==> config.mk <==
export PLATFORM = sky130hd
export DESIGN_NAME = iddmm_arbiter
export DESIGN_NICKNAME = d
export VERILOG_FILES = /design/src/rtl/iddmm_arbiter.sv
export SDC_FILE = /design/constraint.sdc
export NUM_CORES = 1
export LEC_CHECK = 0
export BUFFER_PORTS_ARGS = -buffer_cell sky130_fd_sc_hd__buf_2
export CAP_MARGIN = 10
export CELL_PAD_IN_SITES_DETAIL_PLACEMENT = 0
export CELL_PAD_IN_SITES_GLOBAL_PLACEMENT = 1
export CORE_AREA = 2 2 758 760
export DETAILED_ROUTE_END_ITERATION = 7
export DIE_AREA = 0 0 760 762
export PLACE_DENSITY = 0.3
export SLEW_MARGIN = 40
export SYNTH_ARGS = -nofsm -noshare
export SYNTH_HDL_FRONTEND = slang
export SYNTH_SLANG_ARGS = --single-unit
==> constraint.sdc <==
create_clock -name clk -period 1.85 [get_ports clk]
set_clock_uncertainty 0.05 [all_clocks]
set_input_delay 0 -clock clk [delete_from_list [all_inputs] [get_ports clk]]
set_output_delay 0 -clock clk [all_outputs]
set_load 0.05 [all_outputs]
==> src/rtl/iddmm_arbiter.sv <==
// iddmm_arbiter: grants one of two requesters exclusive ownership of a shared IDDMM core
module iddmm_arbiter #(
  parameter int K = 128,
  parameter int N = 32,
  localparam int AW = $clog2(N)
) (
  input  logic          clk,
  input  logic          rst,
  input  logic          r0_lock_req,
  input  logic          r1_lock_req,
  output logic          r0_own,
  output logic          r1_own,
  input  logic [2:0]    r0_wr_ena,
  input  logic [AW-1:0] r0_wr_addr,
  input  logic [K-1:0]  r0_wr_x,
  input  logic [K-1:0]  r0_wr_y,
  input  logic [K-1:0]  r0_wr_m,
  input  logic [K-1:0]  r0_wr_m1,
  input  logic          r0_task_req,
  output logic          r0_task_grant,
  output logic          r0_task_end,
  output logic [K-1:0]  r0_task_res,
  input  logic [2:0]    r1_wr_ena,
  input  logic [AW-1:0] r1_wr_addr,
  input  logic [K-1:0]  r1_wr_x,
  input  logic [K-1:0]  r1_wr_y,
  input  logic [K-1:0]  r1_wr_m,
  input  logic [K-1:0]  r1_wr_m1,
  input  logic          r1_task_req,
  output logic          r1_task_grant,
  output logic          r1_task_end,
  output logic [K-1:0]  r1_task_res,
  output logic [2:0]    core_wr_ena,
  output logic [AW-1:0] core_wr_addr,
  output logic [K-1:0]  core_wr_x,
  output logic [K-1:0]  core_wr_y,
  output logic [K-1:0]  core_wr_m,
  output logic [K-1:0]  core_wr_m1,
  output logic          core_task_req,
  input  logic          core_task_grant,
  input  logic          core_task_end,
  input  logic [K-1:0]  core_task_res,
  output logic          core_busy
);
  typedef enum logic [2:0] {IDLE, OWN0, OWN1, DRAIN0, DRAIN1} state_t;
  state_t state, state_nxt;
  logic busy, busy_nxt, rr, rr_nxt, lock, gnt_sel, active, busy_run;
  always_ff @(posedge clk) begin
    if (rst) begin
      state  <= IDLE;
      busy   <= 1'b0;
      rr     <= 1'b1;
      r0_own <= 1'b0;
      r1_own <= 1'b0;
    end else begin
      state  <= state_nxt;
      busy   <= busy_nxt;
      rr     <= rr_nxt;
      r0_own <= state_nxt == OWN0 || state_nxt == DRAIN0;
      r1_own <= state_nxt == OWN1 || state_nxt == DRAIN1;
    end
  end
  always_comb begin
    lock      = r1_own ? r1_lock_req : r0_lock_req;
    gnt_sel   = (r0_lock_req && r1_lock_req) ? ~rr : r1_lock_req;
    busy_run  = !core_task_end && (busy || core_task_grant);
    state_nxt = state;
    rr_nxt    = rr;
    case (state)
      IDLE: if (r0_lock_req || r1_lock_req) begin
        state_nxt = gnt_sel ? OWN1 : OWN0;
        rr_nxt    = gnt_sel;
      end
      // an end pulse without a tracked task delays release by one cycle
      OWN0, OWN1: if (!lock) state_nxt = busy_run ? (r1_own ? DRAIN1 : DRAIN0) : core_task_end ? state : IDLE;
      default: if (core_task_end) state_nxt = IDLE;
    endcase
    busy_nxt = state != IDLE && state_nxt != IDLE && busy_run;
  end
  assign active        = state == OWN0 || state == OWN1;
  assign core_wr_ena   = active ? (r1_own ? r1_wr_ena : r0_wr_ena) : 3'b0;
  assign core_task_req = active && (r1_own ? r1_task_req : r0_task_req);
  assign core_wr_addr  = r1_own ? r1_wr_addr : r0_own ? r0_wr_addr : '0;
  assign core_wr_x     = r1_own ? r1_wr_x : r0_own ? r0_wr_x : '0;
  assign core_wr_y     = r1_own ? r1_wr_y : r0_own ? r0_wr_y : '0;
  assign core_wr_m     = r1_own ? r1_wr_m : r0_own ? r0_wr_m : '0;
  assign core_wr_m1    = r1_own ? r1_wr_m1 : r0_own ? r0_wr_m1 : '0;
  assign core_busy     = busy;
  assign r0_task_grant = r0_own && core_task_grant;
  assign r0_task_end   = r0_own && core_task_end;
  assign r0_task_res   = r0_own ? core_task_res : '0;
  assign r1_task_grant = r1_own && core_task_grant;
  assign r1_task_end   = r1_own && core_task_end;
  assign r1_task_res   = r1_own ? core_task_res : '0;
endmodule

## After elaboration in Yosys (flattened, before gate mapping)

Cells that the tools add are included.

| storage, ports and cells | value |
|---|---|
| word-level logic and storage cells | 57 |
| output and inout port bits | 784 |
| flip-flop bits (word level) | 7 |

| operators by class | value |
|---|---|
| reductions and logical operators | 20 |
| bitwise gates (word level) | 1 |
| mux-type cells | 25 |
| equality and inequality tests | 6 |

Operators with widths:

| kind | number |
|---|---|
| $mux 128 | 10 |
| $mux 3 | 8 |
| $mux 5 | 2 |
| $eq 3x2->1 const B | 3 |
| $logic_and 1x1->1 | 9 |
| $eq 3x1->1 const B | 2 |
| $pmux 3 s2 | 1 |
| $reduce_bool 3->1 | 2 |
| $logic_or 1x1->1 | 5 |
| $eq 3x3->1 const B | 1 |
| $logic_not 3->1 | 1 |
| $mux 1 | 3 |
| $mux 2 | 1 |
| $reduce_and 2->1 | 1 |
| $reduce_or 2->1 | 1 |
| $logic_not 1->1 | 1 |
| $not 1->1 | 1 |

## Longest topological paths before layout

Gate-level depths: netlist of the first run.

| logic depth | value |
|---|---|
| depth in word-level cells | 8 |
| mapped depth | 7 |
| mapped depth without buffers | 5 |

## Least setup slack after synthesis of the first run

OpenSTA, ideal clock, no wires.

| timing path | value |
|---|---|
| kind | reg2out |
| start point | register r1_own |
| end point | output port core_wr_ena[0] |
| stages on the path, launching flop included | 6 |
| arrival time | 2146 ps |
| setup slack | -346 ps |
| buffers on the path | 3 |
| required time | 1800 ps |
| path through | dfxtp_1 -> buf_2 -> buf_2 -> buf_1 -> mux2i_1 -> nor2_1 |

| between the ends | value |
|---|---|
| word-level cells in the longest chain between the ends | 2 |

Ends and longest elaborated chain:

| element | line | text |
|---|---|---|
| start: declaration | 12 | `output logic r1_own,` |
| start signal: assignment | 54 | `r1_own <= 1'b0;` |
| start signal: assignment | 60 | `r1_own <= state_nxt == OWN1 \|\| state_nxt == DRAIN1;` |
| $mux 3 (2 in series) | 81 | `assign core_wr_ena = active ? (r1_own ? r1_wr_ena : r0_wr_ena) : 3'b0;` |
| end: declaration | 33 | `output logic [2:0] core_wr_ena,` |

Every way passes these cells.

## Worst setup path in the final report of the first run

| timing path | value |
|---|---|
| start point | register r1_own |
| end point | output port core_wr_m[1] |

| between the ends | value |
|---|---|
| word-level cells in the longest chain between the ends | 1 |

Ends and longest elaborated chain:

| element | line | text |
|---|---|---|
| $mux 128 | 86 | `assign core_wr_m = r1_own ? r1_wr_m : r0_own ? r0_wr_m : '0;` |
| end: declaration | 37 | `output logic [K-1:0] core_wr_m,` |

Every way passes these cells.

==> results of run 1 <==
[Yosys cell counts]
master | number | area, um2
a21boi_0 | 1 | 7.51
a21o_1 | 1 | 7.51
a21oi_1 | 2 | 10.0
a221oi_2 | 1 | 15.0
a22o_1 | 517 | 4530
a32oi_1 | 1 | 8.76
a41oi_1 | 1 | 8.76
and2_1 | 260 | 1630
and3_1 | 1 | 6.26
and4b_1 | 1 | 10.0
buf_1 | 8 | 30.0
buf_2 | 46 | 230
clkbuf_1 | 92 | 345
dfxtp_1 | 7 | 140
inv_1 | 2 | 7.51
mux2_4 | 1 | 15.0
mux2i_1 | 4 | 40.0
nand2_1 | 1 | 3.75
nand2b_2 | 1 | 8.76
nand3b_1 | 1 | 7.51
nor2_1 | 9 | 33.8
nor2b_1 | 3 | 18.8
nor3_1 | 2 | 10.0
nor4_1 | 1 | 6.26
o211ai_1 | 1 | 7.51
o21ai_0 | 1 | 5.00
o21bai_1 | 1 | 7.51
o31a_1 | 2 | 17.5
or2_2 | 2 | 12.5
xnor2_1 | 1 | 8.76
xor2_1 | 1 | 8.76
[how the worst max path moves through the flow]
stage                     slack [ps]   start  cells past startpoint             end
after global placement           -90  r1_own                      5  core_wr_x[121]
after detailed placement         -60  r1_own                      5  core_wr_x[121]
final                            -80  r1_own                      6    core_wr_m[1]
after CTS                       -120  r1_own                      6    core_wr_y[9]
after global routing            -120  r1_own                      6    core_wr_y[4]
after floorplan                    5  r1_own                      6          r1_own
[per-layer routing]
layer / part of all wire, % / wire length, um / global-route usage [%]
met1: 32 / 146000 / 14.2
met2: 44 / 198000 / 23.6
met3: 19 / 85000 / 12.4
met4: 4.5 / 20100 / 4.70
met5: 0.53 / 2390 / 0
[through the flow]
stage	instances	setup WS (ps)	setup TNS [ps]
after floorplan	973	4.73	0
after global placement	10400	-86.1	-407
after detailed placement	10400	-63.1	-294
after CTS	10400	-119	-21820
after global routing	10600	-123	-27850
final	10700	-84.3	-6030
[cells by family (layout without fill, tap and decap cells)]
group / after synthesis / in the layout
compound gates: 529 / 529
other cells: 0 / 283
simple gates: 282 / 282
xor+xnor: 2 / 2
mux: 5 / 5
buf+inv: 148 / 2081
flops: 7 / 7
[registers in the layout (all words and copies together) (netlist names)]
register	flops
core_busy	1
r0_own	1
r1_own	1
rr	1
state	3
[what timing repair did]
item,CTS,global route
endpoints found under the hold margin,0,0
gates cloned,13,13
pin swaps,4,6
setup endpoints to repair,469,499
buffers inserted,14,8
resized for setup,316,238
[critical path, cell delays in order, from the launching register on]
cell	delay (ps)
dfxtp_4	370
nor2b_4	170
buf_6	180
buf_12	190
buf_16	210
a22o_4	250
buf_12	160
[power by group through the flow]
stage / clock [mW] / combinational [mW] / sequential, mW
global route: 0.385 / 26.7 / 0.202
finish: 0.372 / 25.8 / 0.197
floorplan: 0 / 11.0 / 0.213
global placement: 0 / 24.0 / 0.203
detailed placement: 0 / 23.9 / 0.202
CTS: 0.377 / 25.4 / 0.198
[layout make-up]
class	instances	area (um2)	share of cell area, %
Antenna cell	283	708	1.89
Sequential cell	7	148	0.395
Tap cell	7560	9460	25.3
Timing Repair Buffer	2075	19100	51.2
Inverter	2	7.51	0.0201
Clock buffer	4	78.8	0.211
Multi-Input combinational cell	818	7830	20.9
==> flow_summary.toml, run 1 <==
[clock_network]
clk_path_buf_depth = 2
hold_buffers = 0
root_buffer = "clkbuf_16"
cts.sinks = 7
clock_latency_ps = 240
cts_inserted_buffers = 3
cts_tree = "yes"
clk_pin_slew_ps = 40
htreeDepth = 1

[synth]
synth-adder-area-share_pct = 0
synthSimpleGateAreaFrac_pct = 24.2
syn_area_um2 = 7190
ys_warn_count = 0
avgSynthCellArea_um2 = 7.39
synth_compound_area_share_pct = 64.3
synth_top_family_by_area = "compound AO/OA/AOI/OAI gates"
ys_seq_elements = 7
synth-xor-area-share_pct = 0.244
synth_cell_types = 31
syn-num-nets = 2149
postSynthCellCount = 973
synth.area.mux_share_pct = 0.765
seq_area_frac_synth_pct = 1.95

[floorplanning]
core_um2 = 571000
ioPinCount = 1960
rows = 278
dieArea_um2 = 579000
die_h_um = 762
floorplan.initialDensity_pct = 1.26
die_x_um = 760

[pwr]
power.switching_mw = 16.3
sw_frac_of_total_pct = 61.8
p_int_mw = 10.1
p_seq_share_pct = 0.7
finalPower_mw = 26.4
pwr-share-clk_pct = 1.4
ir_drop_v = 0.000321
p_leak_nw = 14.8
p_comb_share_pct = 97.8
p_per_area_nw_per_um2 = 706

[hold_path]
min_path_type = "in2reg"
holdCritStartpoint = "rst"
hold_end = "state[1]"
hold_depth = 2

[global_routing]
grt_pass1_vias = 19700
grt_max_degree = 132
grt_overflow_total = 0
grt_util_all_layers_pct = 14.8
antenna_found_initial = 675
grt_pass1_wl_um = 494000

[layout]
drive_above_1_share_pct = 87.6
fill_cells = 67500
layout_common_cells = "buf_2 (1311), buf_12 (443), a22o_2 (257)"
finish.instance_area_um2 = 37400
syn_to_final_growth_pct = 420
nets = 4083
final_common_cell = "buf_2"
fin_util_pct = 6.54

[drt]
firstDrtPassIters = 5
wl_per_cell_um = 42.0
wirelength_um = 452000
post-route-drc-count = 0
vias_per_cell = 2.04
vias = 21900
final_antenna_net_count = 0
drtIter0Drc = 1452

[run_status]
status = "complete, but fails checks"
violations = "negative setup slack"

[timing]
post-route-min-period_ps = 1930
drv_slew = 0
hold_viol = 0
whs_ps = 3.66
finalSetupViolations = 198
setup_slack_ps = -84.3
slew_headroom_pct = 53.2
rsz0062_at_grt = "true"
worst_slew_pin_slew_ps = 702
fmax_ghz = 0.517
post-route-period-util_pct = 105

[critical_path]
r2r-start = "r1_own"
r2r_cells = 7
crit_required_ps = 1800
critPathMaxFanout = 25
reg2reg_slack_ps = 10
worstSetupStartpointType = "register"
critPathKind = "reg2out"
worst_r2r_endpoint = "r1_own"
worstPathArrival_ps = 1880
end_kind = "primary output"

[flow_run]
max_cap_violations = 0

[placed_design]
portBuffers = 1959
placed_cell_area_um2 = 33500
place.gp.congestion = 0.980
hpwl_um = 427000
(Power assumes the default switching activity.)
==> run 2: changes to the inputs <==
--- a/config.mk
+++ b/config.mk
@@ -7,11 +7,11 @@
 export LEC_CHECK = 0
 export BUFFER_PORTS_ARGS = -buffer_cell sky130_fd_sc_hd__buf_2
 export CAP_MARGIN = 10
-export CELL_PAD_IN_SITES_DETAIL_PLACEMENT = 0
+export CELL_PAD_IN_SITES_DETAIL_PLACEMENT = 1
 export CELL_PAD_IN_SITES_GLOBAL_PLACEMENT = 1
-export CORE_AREA = 2 2 758 760
+export CORE_AREA = 5 5 761 763
 export DETAILED_ROUTE_END_ITERATION = 7
-export DIE_AREA = 0 0 760 762
+export DIE_AREA = 0 0 766 768
 export PLACE_DENSITY = 0.3
 export SLEW_MARGIN = 40
 export SYNTH_ARGS = -nofsm -noshare
==> run 2 against run 1 <==
The flow still finishes with violations (negative setup slack). Clock power increased by 10%. Core utilization increased by 0.13 points. Count of clock-buffer cells in the layout unchanged. Via count decreased by 1.0%. Critical path depth increased by 1. Setup slack got worse by 41 ps. Register-to-register slack improved by 130 ps. Sequential cell count unchanged. Largest cell class unchanged.
==> flow_summary.toml, run 2 (synthesis results as in run 1) <==
[pwr]
sw_frac_of_total_pct = 61.8
power.switching_mw = 17.0
p_int_mw = 10.5
p_leak_nw = 15.1
ir_drop_v = 0.000348
finalPower_mw = 27.5
p_per_area_nw_per_um2 = 721
p_comb_share_pct = 97.8
pwr-share-clk_pct = 1.5
p_seq_share_pct = 0.7

[clock_network]
htreeDepth = 1
hold_buffers = 0
cts.sinks = 7
cts_tree = "yes"
clk_path_buf_depth = 2
clock_latency_ps = 250
root_buffer = "clkbuf_16"
clk_pin_slew_ps = 40
cts_inserted_buffers = 3

[layout]
final_common_cell = "buf_2"
layout_common_cells = "buf_2 (1322), buf_12 (462), a22o_2 (232)"
syn_to_final_growth_pct = 430
nets = 4094
largest_reg_flops = 3
top_register = "state"
drive_above_1_share_pct = 88.1
fill_cells = 67800
finish.instance_area_um2 = 38100

[global_routing]
grt_pass1_vias = 20400
grt_pass1_wl_um = 496000
grt_util_all_layers_pct = 14.5
antenna_found_initial = 624
grt_overflow_total = 0
grt_max_degree = 132

[critical_path]
critPathKind = "reg2out"
crit_required_ps = 1800
critPathMaxFanout = 7
worstSetupStartpointType = "register"
r2r_cells = 7
worst_r2r_endpoint = "r1_own"
reg2reg_slack_ps = 140
worstPathArrival_ps = 1930
end_kind = "primary output"
r2r-start = "r1_own"

[flow_run]
max_cap_violations = 0

[timing]
finalSetupViolations = 170
hold_viol = 0
worst_slew_pin_slew_ps = 459
rsz0062_at_grt = "true"
post-route-period-util_pct = 107
slew_headroom_pct = 69.4
whs_ps = 25.4
drv_slew = 0
post-route-min-period_ps = 1980
setup_slack_ps = -126
fmax_ghz = 0.506

[run_status]
status = "complete, but fails checks"
violations = "negative setup slack"

[placed_design]
place.gp.congestion = 0.941
portBuffers = 1959
hpwl_um = 426000
placed_cell_area_um2 = 33900
pre_cts_slack_ps = -491

[hold_path]
holdCritStartpoint = "rst"
hold_depth = 2
hold_end = "state[1]"
min_path_type = "in2reg"

[floorplanning]
rows = 278
dieArea_um2 = 588000
core_um2 = 571000
die_h_um = 768
floorplan.initialDensity_pct = 1.26
die_x_um = 766
ioPinCount = 1960

[drt]
final_antenna_net_count = 0
vias = 21700
wirelength_um = 451000
post-route-drc-count = 0
drtIter0Drc = 1396
vias_per_cell = 2.01
wl_per_cell_um = 41.9
firstDrtPassIters = 5
==> run 2: how the worst max path moves through the flow <==
stage	start	end	slack (ps)	depth (start not counted)
after floorplan	r1_own	r1_own	5	6
after global placement	r1_own	core_wr_m1[68]	-470	5
after detailed placement	r1_own	core_wr_m1[68]	-490	5
after CTS	r1_own	core_wr_m1[68]	-160	7
after global routing	r1_own	core_wr_y[32]	-150	7
final	r0_own	core_wr_m1[67]	-130	7
==> run 2: power groups by stage <==
stage | clock network (mW) | registers (mW) | logic (mW)
6_report | 0.411 | 0.194 | 26.9
5_1_grt | 0.436 | 0.197 | 27.8
4_1_cts | 0.438 | 0.191 | 26.4
3_5_place_dp | 0 | 0.197 | 24.9
3_3_place_gp | 0 | 0.198 | 25.0
2_1_floorplan | 0 | 0.213 | 11.0
==> run 2: layout make-up <==
class                           count  area [um2]  area share (%)
Sequential cell                     7         149           0.391
Inverter                            2        7.51          0.0197
Timing Repair Buffer             2086       19600            51.4
Multi-Input combinational cell    818        8100            21.2
Tap cell                         7560        9460            24.8
Clock buffer                        4        78.8           0.207
Antenna cell                      291         728            1.91
==> run 2: repair_timing <==
item | 4_1_cts | 5_1_grt
setup buffers | 19 | 15
gates resized for setup | 326 | 239
gates cloned | 13 | 14
setup endpoints to repair | 462 | 538
pin swaps | 1 | 6
==> run 2: critical path: stages, from the launching register on <==
cell	delay (ps)
dfxtp_4	330
nor2b_4	130
buf_12	150
buf_16	170
buf_16	190
buf_12	130
a22o_4	300
buf_12	180
==> run 2: per-layer routing <==
| layer | vias up | GRT usage [%] | wire length, um |
|---|---|---|---|
| met2 | 2475 | 23.9 | 202000 |
| met5 | - | 0 | 1490 |
| met4 | 226 | 2.80 | 15300 |
| met3 | 1024 | 9.96 | 70100 |
| li1 | 8127 | - | - |
| met1 | 9813 | 15.3 | 162000 |
==> run 2: through the flow <==
stage                     cells  TNS [ps]  util (%)
after floorplan             973         0         -
after global placement    10400     -3280      5.93
after detailed placement  10400     -3380      5.93
after CTS                 10400    -28510      6.26
after global routing      10500    -23560      6.56
final                     10800     -6230      6.67
